--- src/rtl/cmp_pkg.sv ---
// rtl/cmp_pkg.sv - shared types, result codes and legality check for the comparator result tracker
package cmp_pkg;

  typedef enum logic [1:0] {
    IDLE  = 2'd0,
    TRACK = 2'd1,
    LOCK  = 2'd2
  } state_t;

  // Result codes are ordered {ceq, clt, cgt}
  localparam logic [2:0] CODE_EQ = 3'b100;
  localparam logic [2:0] CODE_LT = 3'b010;
  localparam logic [2:0] CODE_GT = 3'b001;

  function automatic logic is_one_hot(input logic [2:0] code);
    return (code == CODE_EQ) || (code == CODE_LT) || (code == CODE_GT);
  endfunction

endpackage

--- src/rtl/sat_counter.sv ---
// rtl/sat_counter.sv - unsigned up-counter with synchronous clear that holds at all-ones
module sat_counter #(
  parameter int W = 8
) (
  input  logic         clk,
  input  logic         rst_n,
  input  logic         clr,
  input  logic         inc,
  output logic [W-1:0] cnt
);

  always_ff @(posedge clk or negedge rst_n) begin
    if (!rst_n) begin
      cnt <= '0;
    end else if (clr) begin
      cnt <= '0;
    end else if (inc && (cnt != '1)) begin
      cnt <= cnt + 1'b1;
    end
  end

endmodule

--- src/rtl/cmp_result_tracker.sv ---
// rtl/cmp_result_tracker.sv - counts comparator outcomes, detects equal runs and flags illegal codes
module cmp_result_tracker
  import cmp_pkg::*;
#(
  parameter int CNT_W      = 8,
  parameter int STREAK_LEN = 4
) (
  input  logic             clk,
  input  logic             rst_n,
  input  logic             in_valid,
  input  logic             ceq,
  input  logic             clt,
  input  logic             cgt,
  input  logic             clear,
  output logic [CNT_W-1:0] eq_cnt,
  output logic [CNT_W-1:0] lt_cnt,
  output logic [CNT_W-1:0] gt_cnt,
  output logic [CNT_W-1:0] sample_cnt,
  output logic             streak_hit,
  output logic             err_code,
  output logic             active
);

  localparam logic [7:0] STREAK_MAX = 8'(STREAK_LEN);

  logic [2:0] code;
  logic       legal;
  logic       illegal;
  logic [7:0] streak_cnt;
  logic [7:0] streak_next;
  logic       hit_now;
  state_t     state;
  state_t     state_next;

  assign code    = {ceq, clt, cgt};
  assign legal   = in_valid && is_one_hot(code);
  assign illegal = in_valid && !is_one_hot(code);

  sat_counter #(.W(CNT_W)) u_eq_cnt (.clk(clk), .rst_n(rst_n), .clr(clear), .inc(legal && ceq), .cnt(eq_cnt));
  sat_counter #(.W(CNT_W)) u_lt_cnt (.clk(clk), .rst_n(rst_n), .clr(clear), .inc(legal && clt), .cnt(lt_cnt));
  sat_counter #(.W(CNT_W)) u_gt_cnt (.clk(clk), .rst_n(rst_n), .clr(clear), .inc(legal && cgt), .cnt(gt_cnt));
  sat_counter #(.W(CNT_W)) u_sample_cnt (.clk(clk), .rst_n(rst_n), .clr(clear), .inc(legal), .cnt(sample_cnt));

  // Only legal samples move the run length; gaps and illegal codes leave it alone
  always_comb begin
    streak_next = streak_cnt;
    if (legal) begin
      if (ceq) begin
        streak_next = (streak_cnt >= STREAK_MAX) ? STREAK_MAX : streak_cnt + 8'd1;
      end else begin
        streak_next = 8'd0;
      end
    end
  end

  assign hit_now = legal && ceq && (streak_next == STREAK_MAX);

  always_ff @(posedge clk or negedge rst_n) begin
    if (!rst_n) begin
      streak_cnt <= 8'd0;
      streak_hit <= 1'b0;
      err_code   <= 1'b0;
    end else if (clear) begin
      streak_cnt <= 8'd0;
      streak_hit <= 1'b0;
      err_code   <= 1'b0;
    end else begin
      streak_cnt <= streak_next;
      if (hit_now) streak_hit <= 1'b1;
      if (illegal) err_code <= 1'b1;
    end
  end

  always_ff @(posedge clk or negedge rst_n) begin
    if (!rst_n) begin
      state <= IDLE;
    end else begin
      state <= state_next;
    end
  end

  always_comb begin
    state_next = state;
    if (clear) begin
      state_next = IDLE;
    end else begin
      case (state)
        IDLE:    if (legal) state_next = hit_now ? LOCK : TRACK;
        TRACK:   if (hit_now) state_next = LOCK;
        LOCK:    state_next = LOCK;
        default: state_next = IDLE;
      endcase
    end
  end

  assign active = (state != IDLE);

endmodule

--- config.mk ---
export PLATFORM = sky130hd
export DESIGN_NAME = cmp_result_tracker
export DESIGN_NICKNAME = d
export VERILOG_FILES = /design/src/rtl/cmp_pkg.sv /design/src/rtl/sat_counter.sv /design/src/rtl/cmp_result_tracker.sv
export SDC_FILE = /design/constraint.sdc
export NUM_CORES = 1
export LEC_CHECK = 0
export CORE_MARGIN = 5
export CORE_UTILIZATION = 53
export CTS_CLUSTER_SIZE = 12
export DETAILED_ROUTE_END_ITERATION = 10
export PLACE_DENSITY = 0.8
export SLEW_MARGIN = 30
export SYNTH_ARGS = -nofsm -noshare
export SYNTH_HDL_FRONTEND = slang
export SYNTH_SLANG_ARGS = --single-unit
--- constraint.sdc ---
create_clock -name clk -period 1.7 [get_ports clk]
set_input_delay 0.34 -clock clk [delete_from_list [all_inputs] [get_ports clk]]
set_output_delay 0.34 -clock clk [all_outputs]
set_load 0.01 [all_outputs]
==> results_tabular.tex <==
\begin{tabular}{lr}
\hline
Metric & Value \\
\hline
\multicolumn{2}{l}{\textbf{Outcome}} \\
Result of the run & complete, no violations \\
\multicolumn{2}{l}{\textbf{Setup path}} \\
Setup slack of the worst register-to-register path & 0.06 ns \\
Signal arrival time at the worst endpoint & 1.31 ns \\
Number of buffers and inverters on the critical path & 2 \\
Cell chain of the critical path & buf\_4, clkdlybuf4s50\_1 \\
Critical path class & reg -> out \\
Cell type of the slowest stage on the worst timing path & sky130\_fd\_sc\_hd\_\_clkdlybuf4s50\_1 \\
Endpoint of the lowest-slack register-to-register path & u\_sample\_cnt.cnt[3] \\
Data required time at the worst endpoint & 1.36 ns \\
Worst reg2reg path depth & 5 \\
Startpoint of the lowest-slack register-to-register path & u\_sample\_cnt.cnt[0] \\
Critical path endpoint category & output port \\
Element type at the critical path start & flip-flop \\
Biggest fanout along the worst timing path & 4 \\
Maximum cell stage delay along the critical path & 0.54 ns \\
Largest delay share family, worst path & buffers and inverters \\
\multicolumn{2}{l}{\textbf{Synth}} \\
Top\_reg\_cell synth & sky130\_fd\_sc\_hd\_\_dfrtp\_1 \\
Mapped Area & 2410 um2 \\
Post-synthesis cell count & 244 \\
Syn avg cell area & 9.86 um2 \\
Yosys warns & 0 \\
Post-synth net total & 260 \\
Post-synth EDFFs & 0 \\
Share of the yosys chip area belonging to registers & 45.8\% \\
Unique masters post-synth & 45 \\
Async set-or-reset flop fraction in the synthesized netlist & 100\% \\
Synth Register Bits & 44 \\
\multicolumn{2}{l}{\textbf{Global routing}} \\
Total congestion overflow after global routing & 0 \\
GRT Total Usage & 20.0\% \\
Number of antenna violations at the first check in global routing & 1 \\
Vias in the first global route & 2210 \\
Largest net degree at the start of global routing & 28 \\
Global-route wire length before repair & 10100 um \\
\multicolumn{2}{l}{\textbf{CTS}} \\
H-tree Lvls & 2 \\
Clock Tree Buf Depth & 2 \\
Number of buffers inserted during clock tree synthesis & 5 \\
CTS tree & built \\
Clock root buffer & sky130\_fd\_sc\_hd\_\_clkbuf\_8 \\
CTS Sinks & 44 \\
Clock transition at the registers of the reported paths & 0.08 ns \\
Clock network latency to the later pin of the worst-skew pair & 0.30 ns \\
\multicolumn{2}{l}{\textbf{STA}} \\
Fin crit share & 96.9\% \\
Max-slew headroom at the worst pin & 64.8\% \\
Post-route clock skew & 0.00946 ns \\
Max frequency & 0.607 GHz \\
Number of pins with negative max-slew slack in the final report & 0 \\
Final Hold Violating Endpoints & 0 \\
Worst-margin pin slew & 0.515 ns \\
Final period demand of the worst path & 1.65 ns \\
Final Setup Violations & 0 \\
Setup TNS & 0 ns \\
\multicolumn{2}{l}{\textbf{Final layout}} \\
N\_diodes & 0 \\
Sequential standard cell area & 1110 um2 \\
Final net count & 335 \\
Layout overhead on the synthesized area & 34.7\% \\
FILL cells & 312 \\
Area of combinational cells with multiple inputs & 1240 um2 \\
Post-Layout Cell Count & 372 \\
Proportion of layout cells with a drive suffix above 1 & 20.3\% \\
Final instance area & 3240 um2 \\
\multicolumn{2}{l}{\textbf{Job}} \\
Max Cap Viol & 0 \\
\multicolumn{2}{l}{\textbf{Place}} \\
HPWL reported at the end of detailed placement & 4190 um \\
Final weighted congestion of routability-driven global placement & 0.819 \\
Placement Cell Area & 3060 um2 \\
I/O Buffers & 41 \\
Placed cell count & 360 \\
\multicolumn{2}{l}{\textbf{Route}} \\
Mean routed wirelength per cell & 15.7 um \\
Via count & 2218 \\
Total detailed-routing wirelength & 5830 um \\
Drt first pass iters & 4 \\
Via-to-Cell Ratio & 5.96 \\
DRC violation total after the first TritonRoute iteration & 158 \\
Total DRC errors in the routed layout & 0 \\
Number of nets still failing antenna checks after routing & 0 \\
\multicolumn{2}{l}{\textbf{Floorplanning}} \\
DIE HEIGHT & 77.4 um \\
Floorplan die area & 5990 um2 \\
Number of rows in the core area & 24 \\
Starting density of the core & 54.9\% \\
Area of the core & 4380 um2 \\
Width of the chip & 77.4 um \\
I/O pin total & 42 \\
\multicolumn{2}{l}{\textbf{Power}} \\
Power density relative to cell area & 651 nW/um2 \\
Maximum vdd ir drop & 0.421 mV \\
Leakage power of the design & 1.42 nW \\
Overall power after layout & 2.11 mW \\
\multicolumn{2}{l}{\textbf{Hold path}} \\
Hold Path Depth & 1 \\
Source of the worst hold timing path & streak\_cnt[3] \\
Endpoint of the worst hold path & streak\_cnt[3] \\
Path type of the worst min-delay path & reg -> reg \\
\hline
\end{tabular}
[cell usage after synthesis, drive strengths merged (2+ instances only)]
library cell	count	area (um2)
a21oi	24	120
a311oi	2	17.5
and2	8	50.1
and3	2	12.5
and4bb	3	45.0
buf	2	16.3
clkbuf	3	21.3
dfrtp	44	1100
ha	9	113
inv	10	37.5
mux2i	4	40.0
nand2	15	56.3
nand3	10	50.1
nand3b	2	15.0
nand4	8	50.1
nand4bb	2	22.5
nor2	20	75.1
nor2b	2	12.5
o2111ai	3	26.3
o211ai	3	36.3
o21ai	16	91.3
o31ai	11	82.6
or2	2	12.5
or3	9	56.3
or4	9	67.6
xor2	9	86.3
[worst max-delay path by stage]
| stage | to | from | slack [ns] | cells past startpoint |
|---|---|---|---|---|
| 6_report | gt_cnt[0] | u_gt_cnt.cnt[0] | 0.05 | 2 |
| 3_5_place_dp | u_sample_cnt.cnt[4] | cgt | -0.48 | 5 |
| 4_1_cts | active | state[1] | 0.0008 | 4 |
| 2_1_floorplan | u_gt_cnt.cnt[5] | u_gt_cnt.cnt[0] | 0.09 | 5 |
| 5_1_grt | lt_cnt[7] | u_lt_cnt.cnt[7] | -0.0001 | 1 |
| 3_3_place_gp | u_sample_cnt.cnt[3] | cgt | -0.40 | 5 |
[metrics by stage]
step / hold WS (ns) / utilization, % / setup slack (ns)
2_1_floorplan: 0.0444 / - / 0.0881
3_3_place_gp: 0.303 / 69.8 / -0.399
3_5_place_dp: 0.306 / 69.8 / -0.477
4_1_cts: 0.494 / 72.5 / 0.000850
5_1_grt: 0.521 / 73.9 / -0.000133
6_report: 0.493 / 73.9 / 0.0525
[layout make-up]
class	count	area share, %
flip-flops and latches	44	34.3
well taps	52	2.01
multi-input cells	184	38.3
repair buffers	74	20.8
clock inverters	2	1.08
inverters	10	1.16
clock buffers	6	2.24
[registers in the layout, indices dropped and copies added, names as in the netlist]
register	cells
state	2
u_gt_cnt.cnt	8
u_eq_cnt.cnt	8
u_lt_cnt.cnt	8
u_sample_cnt.cnt	8
err_code	1
streak_cnt	8
streak_hit	1
[cell usage in the layout (no fill, tap or decap), types with 8 or more instances in the layout]
cell                              count
sky130_fd_sc_hd__dfrtp_2              9
sky130_fd_sc_hd__clkdlybuf4s50_1     30
sky130_fd_sc_hd__inv_1                9
sky130_fd_sc_hd__o21ai_0              8
sky130_fd_sc_hd__ha_1                 8
sky130_fd_sc_hd__and2_1               8
sky130_fd_sc_hd__or4_1                9
sky130_fd_sc_hd__xor2_1               8
sky130_fd_sc_hd__buf_4               31
sky130_fd_sc_hd__dfrtp_1             35
sky130_fd_sc_hd__a21oi_1             23
sky130_fd_sc_hd__nand2_1             14
sky130_fd_sc_hd__o31ai_1             11
sky130_fd_sc_hd__nand3_1             10
sky130_fd_sc_hd__nand4_1              8
sky130_fd_sc_hd__nor2_1              19
sky130_fd_sc_hd__or3_1                9
[power breakdown]
group | internal (mW) | switching [mW]
combinational | 0.110 | 0.132
clock | 0.437 | 0.360
sequential | 1.06 | 0.0125
[what timing repair did]
| item | CTS | global route |
|---|---|---|
| hold endpoints to repair | 17 | 0 |
| gates resized for setup | 7 | 20 |
| pin swaps | 0 | 2 |
| hold buffers | 1 | 0 |
| buffers inserted | 0 | 3 |
| setup endpoints to repair | 22 | 20 |
[per-layer routing]
metal / global-route usage [%] / up-vias / share of wire [%]
met3: 4.17 / 9 / 4.9
met2: 34.6 / 77 / 50
met4: 5.15 / 2 / 0.91
li1: - / 1057 / -
met1: 25.5 / 1073 / 44
met5: 0 / - / 0.22
[cell families (layout without fill, tap and decap cells)]
group / count (synthesis) / count (layout) / share of synthesized area (%)
buf+inv: 16 / 92 / 3.48
flops: 44 / 44 / 45.8
simple gates: 95 / 95 / 22.6
fa+ha+maj: 9 / 9 / 4.68
mux: 4 / 4 / 1.66
compound gates: 66 / 66 / 17.9
xor+xnor: 10 / 10 / 3.95
No activity file was read; power rests on OpenSTA's default activity.
